==> src/rtl/lsu_mem_requester_if.sv <==
// Request/response and memory-controller signal bundle for the LSU memory requester.
// The requester (initiator of controller accesses) uses the master view; the pipeline
// and controller models on the other side use the slave view.
interface lsu_mem_requester_if #(
  parameter int DATA_WIDTH = 32,
  parameter int ADDR_WIDTH = 17
);
  // Pipeline request side
  logic                  req_valid;
  logic                  req_write;
  logic [2:0]            req_size;
  logic [ADDR_WIDTH-1:0] req_addr;
  logic [DATA_WIDTH-1:0] req_wdata;
  logic                  req_ready;
  logic                  busy;
  // Pipeline response side
  logic                  rsp_valid;
  logic [DATA_WIDTH-1:0] rsp_rdata;
  logic                  rsp_err;
  // Memory controller side
  logic                  mem_write;
  logic [2:0]            mem_size;
  logic [ADDR_WIDTH-1:0] mem_addr;
  logic [DATA_WIDTH-1:0] mem_wdata;
  logic [DATA_WIDTH-1:0] mem_rdata;
  logic                  mem_ready;

  modport master (
    input  req_valid, req_write, req_size, req_addr, req_wdata, mem_rdata, mem_ready,
    output req_ready, busy, rsp_valid, rsp_rdata, rsp_err,
           mem_write, mem_size, mem_addr, mem_wdata
  );

  modport slave (
    output req_valid, req_write, req_size, req_addr, req_wdata, mem_rdata, mem_ready,
    input  req_ready, busy, rsp_valid, rsp_rdata, rsp_err,
           mem_write, mem_size, mem_addr, mem_wdata
  );
endinterface

==> src/rtl/lsu_mem_requester.sv <==
// LSU memory requester: takes one load/store from the MEM stage, screens size and
// alignment, presents it to the memory controller until MemReady, and returns the
// size-extracted load data (or an error) as a one-cycle response pulse.
module lsu_mem_requester #(
  parameter int DATA_WIDTH     = 32,
  parameter int ADDR_WIDTH     = 17,
  parameter int TIMEOUT_CYCLES = 64
) (
  input  logic                clk,
  input  logic                rst_n,
  lsu_mem_requester_if.master bus
);

  localparam int CNT_W = $clog2(TIMEOUT_CYCLES) + 1;
  localparam logic [CNT_W-1:0] CNT_LAST = CNT_W'(TIMEOUT_CYCLES - 1);
  localparam logic [2:0] SIZE_NONE = 3'b111;

  typedef enum logic [1:0] {IDLE, REQ, RESP} state_t;

  state_t                state;
  logic [CNT_W-1:0]      tmo_cnt;
  logic                  mem_write_r;
  logic [2:0]            mem_size_r;
  logic [ADDR_WIDTH-1:0] mem_addr_r;
  logic [DATA_WIDTH-1:0] mem_wdata_r;
  logic                  rsp_valid_r;
  logic [DATA_WIDTH-1:0] rsp_rdata_r;
  logic                  rsp_err_r;
  logic                  req_legal;

  // Stores only allow byte/half/word; unsigned sizes exist for loads only.
  // Halves need even addresses, words need 4-byte aligned addresses.
  function automatic logic is_legal(input logic wr, input logic [2:0] sz, input logic [1:0] a);
    logic ok_size;
    logic ok_align;
    if (wr) ok_size = (sz == 3'b000) || (sz == 3'b001) || (sz == 3'b010);
    else    ok_size = (sz == 3'b000) || (sz == 3'b001) || (sz == 3'b010) ||
                      (sz == 3'b100) || (sz == 3'b101);
    case (sz[1:0])
      2'b01:   ok_align = ~a[0];
      2'b10:   ok_align = (a == 2'b00);
      default: ok_align = 1'b1;
    endcase
    return ok_size && ok_align;
  endfunction

  // Store data is presented right-justified with the unused upper lanes zeroed.
  function automatic logic [DATA_WIDTH-1:0] store_format(input logic [2:0] sz,
                                                         input logic [DATA_WIDTH-1:0] w);
    case (sz[1:0])
      2'b00:   return {24'b0, w[7:0]};
      2'b01:   return {16'b0, w[15:0]};
      default: return w;
    endcase
  endfunction

  // The controller returns sub-word data right-justified; extend it per funct3.
  function automatic logic [DATA_WIDTH-1:0] load_extend(input logic [2:0] sz,
                                                        input logic [DATA_WIDTH-1:0] rd);
    logic signed [7:0]  b;
    logic signed [15:0] h;
    b = rd[7:0];
    h = rd[15:0];
    case (sz)
      3'b000:  return {{24{b[7]}}, b};
      3'b100:  return {24'b0, rd[7:0]};
      3'b001:  return {{16{h[15]}}, h};
      3'b101:  return {16'b0, rd[15:0]};
      default: return rd;
    endcase
  endfunction

  assign req_legal = is_legal(bus.req_write, bus.req_size, bus.req_addr[1:0]);

  // Request FSM with registered controller and response outputs
  always_ff @(posedge clk or negedge rst_n) begin
    if (!rst_n) begin
      state       <= IDLE;
      tmo_cnt     <= '0;
      mem_write_r <= 1'b0;
      mem_size_r  <= SIZE_NONE;
      mem_addr_r  <= '0;
      mem_wdata_r <= '0;
      rsp_valid_r <= 1'b0;
      rsp_rdata_r <= '0;
      rsp_err_r   <= 1'b0;
    end else begin
      rsp_valid_r <= 1'b0;
      case (state)
        IDLE: begin
          if (bus.req_valid) begin
            if (req_legal) begin
              state       <= REQ;
              tmo_cnt     <= '0;
              mem_write_r <= bus.req_write;
              mem_size_r  <= bus.req_size;
              mem_addr_r  <= bus.req_addr;
              mem_wdata_r <= store_format(bus.req_size, bus.req_wdata);
            end else begin
              // Rejected without touching the controller
              state       <= RESP;
              rsp_valid_r <= 1'b1;
              rsp_err_r   <= 1'b1;
              rsp_rdata_r <= '0;
            end
          end
        end
        REQ: begin
          if (bus.mem_ready) begin
            state       <= RESP;
            rsp_valid_r <= 1'b1;
            rsp_err_r   <= 1'b0;
            rsp_rdata_r <= mem_write_r ? '0 : load_extend(mem_size_r, bus.mem_rdata);
            mem_size_r  <= SIZE_NONE;
            mem_write_r <= 1'b0;
          end else if (tmo_cnt == CNT_LAST) begin
            state       <= RESP;
            rsp_valid_r <= 1'b1;
            rsp_err_r   <= 1'b1;
            rsp_rdata_r <= '0;
            mem_size_r  <= SIZE_NONE;
            mem_write_r <= 1'b0;
          end else begin
            tmo_cnt <= tmo_cnt + 1'b1;
          end
        end
        RESP: begin
          state     <= IDLE;
          rsp_err_r <= 1'b0;
        end
        default: state <= IDLE;
      endcase
    end
  end

  assign bus.req_ready = (state == IDLE);
  assign bus.busy      = (state != IDLE);
  assign bus.rsp_valid = rsp_valid_r;
  assign bus.rsp_rdata = rsp_rdata_r;
  assign bus.rsp_err   = rsp_err_r;
  assign bus.mem_write = mem_write_r;
  assign bus.mem_size  = mem_size_r;
  assign bus.mem_addr  = mem_addr_r;
  assign bus.mem_wdata = mem_wdata_r;

endmodule

==> src/flat_wrapper.sv <==
// flat-port wrapper written by rule: the top's interface ports become plain ports
module lsu_mem_requester_flat 
#(
  parameter int DATA_WIDTH     = 32,
  parameter int ADDR_WIDTH     = 17,
  parameter int TIMEOUT_CYCLES = 64
)
  (clk, rst_n, bus_req_valid, bus_req_write, bus_req_size, bus_req_addr, bus_req_wdata, bus_mem_rdata, bus_mem_ready, bus_req_ready, bus_busy, bus_rsp_valid, bus_rsp_rdata, bus_rsp_err, bus_mem_write, bus_mem_size, bus_mem_addr, bus_mem_wdata);
  lsu_mem_requester_if #(.DATA_WIDTH(DATA_WIDTH), .ADDR_WIDTH(ADDR_WIDTH)) bus_i ();
  input  logic clk;
  input  logic rst_n;
  input wire logic [$bits(bus_i.req_valid)-1:0] bus_req_valid;
  input wire logic [$bits(bus_i.req_write)-1:0] bus_req_write;
  input wire logic [$bits(bus_i.req_size)-1:0] bus_req_size;
  input wire logic [$bits(bus_i.req_addr)-1:0] bus_req_addr;
  input wire logic [$bits(bus_i.req_wdata)-1:0] bus_req_wdata;
  input wire logic [$bits(bus_i.mem_rdata)-1:0] bus_mem_rdata;
  input wire logic [$bits(bus_i.mem_ready)-1:0] bus_mem_ready;
  output wire logic [$bits(bus_i.req_ready)-1:0] bus_req_ready;
  output wire logic [$bits(bus_i.busy)-1:0] bus_busy;
  output wire logic [$bits(bus_i.rsp_valid)-1:0] bus_rsp_valid;
  output wire logic [$bits(bus_i.rsp_rdata)-1:0] bus_rsp_rdata;
  output wire logic [$bits(bus_i.rsp_err)-1:0] bus_rsp_err;
  output wire logic [$bits(bus_i.mem_write)-1:0] bus_mem_write;
  output wire logic [$bits(bus_i.mem_size)-1:0] bus_mem_size;
  output wire logic [$bits(bus_i.mem_addr)-1:0] bus_mem_addr;
  output wire logic [$bits(bus_i.mem_wdata)-1:0] bus_mem_wdata;
  assign bus_i.req_valid = bus_req_valid;
  assign bus_i.req_write = bus_req_write;
  assign bus_i.req_size = bus_req_size;
  assign bus_i.req_addr = bus_req_addr;
  assign bus_i.req_wdata = bus_req_wdata;
  assign bus_i.mem_rdata = bus_mem_rdata;
  assign bus_i.mem_ready = bus_mem_ready;
  assign bus_req_ready = bus_i.req_ready;
  assign bus_busy = bus_i.busy;
  assign bus_rsp_valid = bus_i.rsp_valid;
  assign bus_rsp_rdata = bus_i.rsp_rdata;
  assign bus_rsp_err = bus_i.rsp_err;
  assign bus_mem_write = bus_i.mem_write;
  assign bus_mem_size = bus_i.mem_size;
  assign bus_mem_addr = bus_i.mem_addr;
  assign bus_mem_wdata = bus_i.mem_wdata;
  lsu_mem_requester #(.DATA_WIDTH(DATA_WIDTH), .ADDR_WIDTH(ADDR_WIDTH), .TIMEOUT_CYCLES(TIMEOUT_CYCLES)) u_core (.clk(clk), .rst_n(rst_n), .bus(bus_i));
endmodule
==> config.mk <==
export PLATFORM = sky130hd
export DESIGN_NAME = lsu_mem_requester_flat
export DESIGN_NICKNAME = d
export VERILOG_FILES = /design/src/rtl/lsu_mem_requester_if.sv /design/src/rtl/lsu_mem_requester.sv /design/src/flat_wrapper.sv
export SDC_FILE = /design/constraint.sdc
export NUM_CORES = 1
export LEC_CHECK = 0
export CAP_MARGIN = 20
export CORE_AREA = 2 2 104 106
export CTS_CLUSTER_DIAMETER = 150
export DETAILED_ROUTE_END_ITERATION = 10
export DIE_AREA = 0 0 106 108
export PLACE_DENSITY = 0.8
export SLEW_MARGIN = 20
export SYNTH_ARGS = -nofsm -noshare
export SYNTH_HDL_FRONTEND = slang
export SYNTH_SLANG_ARGS = --single-unit
==> constraint.sdc <==
create_clock -name clk -period 2.29 [get_ports clk]
set_input_delay 0.687 -clock clk [delete_from_list [all_inputs] [get_ports clk]]
set_output_delay 0.687 -clock clk [all_outputs]
set_load 0.02 [all_outputs]
==> impl_metrics.py <==
metrics = {
    "routing": {
        "drt_pass1_iterations": 5,
        "wl_per_cell_um": 15.6,
        "drc_errors": 0,
        "drtIter0Drc": 211,
        "postRouteAntennaNets": 0,
        "via_count": 4162,
        "routed_wl_mm": 12.7,
        "vias_per_cell": 5.09,
    },
    "global_routing": {
        "grt_pass1_wl_mm": 20.7,
        "grt_usage_pct": 22.7,
        "grt_pass1_vias": 4217,
        "grt_max_degree": 43,
        "gr-total-overflow": 0,
        "antenna_found_initial": 0,
    },
    "die": {
        "dieWidth_um": 106,
        "start_util_pct": 42.3,
        "rows": 37,
        "core_mm2": 0.0102,
        "die_area_mm2": 0.0114,
        "die-height_um": 108,
        "io_pins": 178,
    },
    "yosys": {
        "async_flop_share_pct": 100,
        "synthDistinctLibCells": 46,
        "synth-edff-count": 0,
        "syn_area_mm2": 0.00433,
        "synth_cells": 464,
        "synth_top_area_share_pct": 53.8,
        "synthMostInstantiatedCell": "nand2_1",
        "ys_top_cells_by_count": "161 x nand2_1, 93 x dfrtp_1, 28 x o21ai_0",
        "synth.area.top_cells": "dfrtp_1 54%, nand2_1 14%, o21ai_0 3.2%",
        "yosysSeqAreaShare_pct": 55.6,
        "synth_compound_area_share_pct": 14.8,
        "synthFlopType": "dfrtp_1",
        "yosys.area.top_type": "dfrtp_1",
        "yosysWarningCount": 0,
        "synthesis.nets": 560,
        "synthAdderAreaFrac_pct": 2.02,
        "synth_xor_xnor_area_share_pct": 0,
        "synth-simple-area-share_pct": 22.5,
        "ys_ff_latch": 96,
        "syn-mean-instance-area_um2": 9.33,
        "synth_top_family_by_area": "simple AND/OR/NAND/NOR gates",
        "synth_mux_area_share_pct": 1.30,
    },
    "placement": {
        "place_congestion": 0.856,
        "dp_hpwl_mm": 9.02,
        "io_buffers": 177,
        "placed_cells": 790,
    },
    "worst_setup_path": {
        "worstPathCellList": "clkdlybuf4s15_2, inv_2, ha_4, o311a_4, buf_6, o311ai_4, buf_4, buf_12, buf_12, clkbuf_16, o31ai_2",
        "slowest_delay_ps": 270,
        "crit_slowest_cell": "ha_4",
        "worstPathArrival_ps": 2520,
        "worstSetupPathType": "input pin to register",
        "cpMostUsedCell": "buf_12",
        "cp_num_buf_inv": 7,
        "start_kind": "input pin",
        "critical_path_required_ps": 2560,
        "end_kind": "register",
        "critPathTopFamily": "buffers and inverters",
        "critical_path.max_fanout": 7,
    },
    "timing": {
        "hold_viol_final": 0,
        "timing.fmax_mhz": 444,
        "slew_headroom_pct": 68.5,
        "period_share_pct": 98.3,
        "final-setup-viol-count": 0,
        "worstMarginPinSlew_ps": 471,
        "fin_crit_ps": 2250,
        "slew_violations": 0,
        "worst_hold_slack_ps": 247,
        "skew_ps": 9.72,
        "fin_tns_setup_ps": 0,
    },
    "clock_network": {
        "cts_tree": "yes",
        "insertion_delay_ps": 360,
        "cts_buffers": 9,
        "ctsHoldBuffers": 0,
        "clkSlewWorstSetupHoldPaths_ps": 90,
        "cts_root_buffer": "clkbuf_8",
        "clock_path_buffers": 2,
        "htree_levels": 3,
        "clock_sinks": 96,
    },
    "layout": {
        "nNetsFinal": 774,
        "drive_above_1_share_pct": 15.0,
        "diodes": 0,
        "layoutNonFillerInstCount": 818,
        "area_growth_pct": 63.5,
    },
    "hold_path": {
        "hold_path_class": "input pin to asynchronous set/reset pin",
    },
    "power_and_ir_drop": {
        "ir_worst_vdd_uv": 702,
        "power_mw": 7.79,
        "power_density_mw_per_mm2": 1100,
        "p_leak_nw": 3.28,
    },
    "status": {
        "status": "finished clean",
    },
    "job": {
        "drv_cap": 0,
    },
}
==> sequential cells by signal (all words and copies together) (netlist names) <==
signal                cells
u_core.bus.mem_addr      17
u_core.bus.mem_size       3
u_core.bus.mem_wdata     32
u_core.bus.mem_write      1
u_core.bus.rsp_err        1
u_core.bus.rsp_rdata     32
u_core.bus.rsp_valid      1
u_core.state              2
u_core.tmo_cnt            7
==> cell usage in the layout (no fill, tap or decap), drive strengths merged, types with 2 or more instances in the layout <==
cell	count
clkdlybuf4s50	168
nand2	161
dfrtp	93
buf	54
o21ai	30
nand3	23
nor2b	18
o31ai	16
clkbuf	12
nor2	11
a211oi	10
inv	9
a21o	8
ha	7
dlygate4sd2	5
nand2b	5
a22o	4
mux2i	3
a21oi	3
dfstp	3
o311ai	3
and3	2
a22oi	2
a21boi	2
o2bb2ai	2
o32a	2
clkinvlp	2
nor3	2
mux2	2
clkinv	2
==> layer usage <==
layer,vias up,part of all wire (%),GRT usage [%]
met4,0,1.8,8.36
met3,21,7.4,5.42
li1,1984,-,-
met1,1980,42,29.1
met5,-,0,0
met2,177,49,37.8
==> worst paths after layout <==
check / cells after the start / startpoint / end / slack [ps]
max in group asynchronous: 2 / rst_n / u_core.bus.mem_addr[10]$_DFFE_PN0P_ / 1370
min in group clk: 2 / u_core.bus.mem_wdata[20]$_DFFE_PN0P_ / u_core.bus.mem_wdata[20]$_DFFE_PN0P_ / 470
worst min register to register: 2 / u_core.bus.mem_wdata[20]$_DFFE_PN0P_ / u_core.bus.mem_wdata[20]$_DFFE_PN0P_ / 470
worst max-delay path: 11 / bus_req_size[1] / u_core.bus.rsp_rdata[21]$_DFFE_PN0P_ / 40
worst min-delay path: 1 / rst_n / u_core.bus.rsp_rdata[4]$_DFFE_PN0P_ / 250
worst max register to register: 9 / u_core.tmo_cnt[0]$_DFFE_PN0P_ / u_core.bus.rsp_rdata[21]$_DFFE_PN0P_ / 80
==> report_power, final <==
group	switching [mW]	internal, mW	total [mW]	leakage, nW
combinational	1.98	2.13	4.11	1.94
sequential	0.340	2.25	2.59	1.26
clock	0.584	0.500	1.08	0.0883
==> cells by family (layout without fill, tap and decap cells) <==
logic type,after synthesis,count (layout)
fa+ha+maj,7,7
compound gates,90,90
simple gates,228,228
buf+inv,38,256
mux,5,5
flops,96,96
==> final cells by class <==
| cell class | count | area [um^2] |
|---|---|---|
| timing repair buffer | 232 | 2410 |
| sequential | 96 | 2410 |
| fill | 787 | 3160 |
| tap | 136 | 170 |
| clock inverter | 5 | 58.8 |
| inverter | 9 | 33.8 |
| multi-input combinational | 330 | 1870 |
| clock buffer | 10 | 128 |
==> through the flow <==
| step | setup WS (ps) | utilization, % | area (um^2) |
|---|---|---|---|
| 3_3_place_gp | -521 | 64.2 | 6570 |
| 3_5_place_dp | -574 | 64.2 | 6570 |
| 5_1_grt | -14.2 | 69.2 | 7080 |
| 2_1_floorplan | -25.4 | - | 4340 |
| 4_1_cts | 1.78 | 68.3 | 6990 |
| 6_report | 38.0 | 69.2 | 7080 |
==> what timing repair did <==
action / in CTS / in global routing
endpoints found under the setup margin: 92 / 78
pin swaps: 3 / 3
gates resized for setup: 25 / 12
buffers inserted: 7 / 2
gates cloned: 3 / 1
Note: power is estimated with default switching activity, not from simulation.
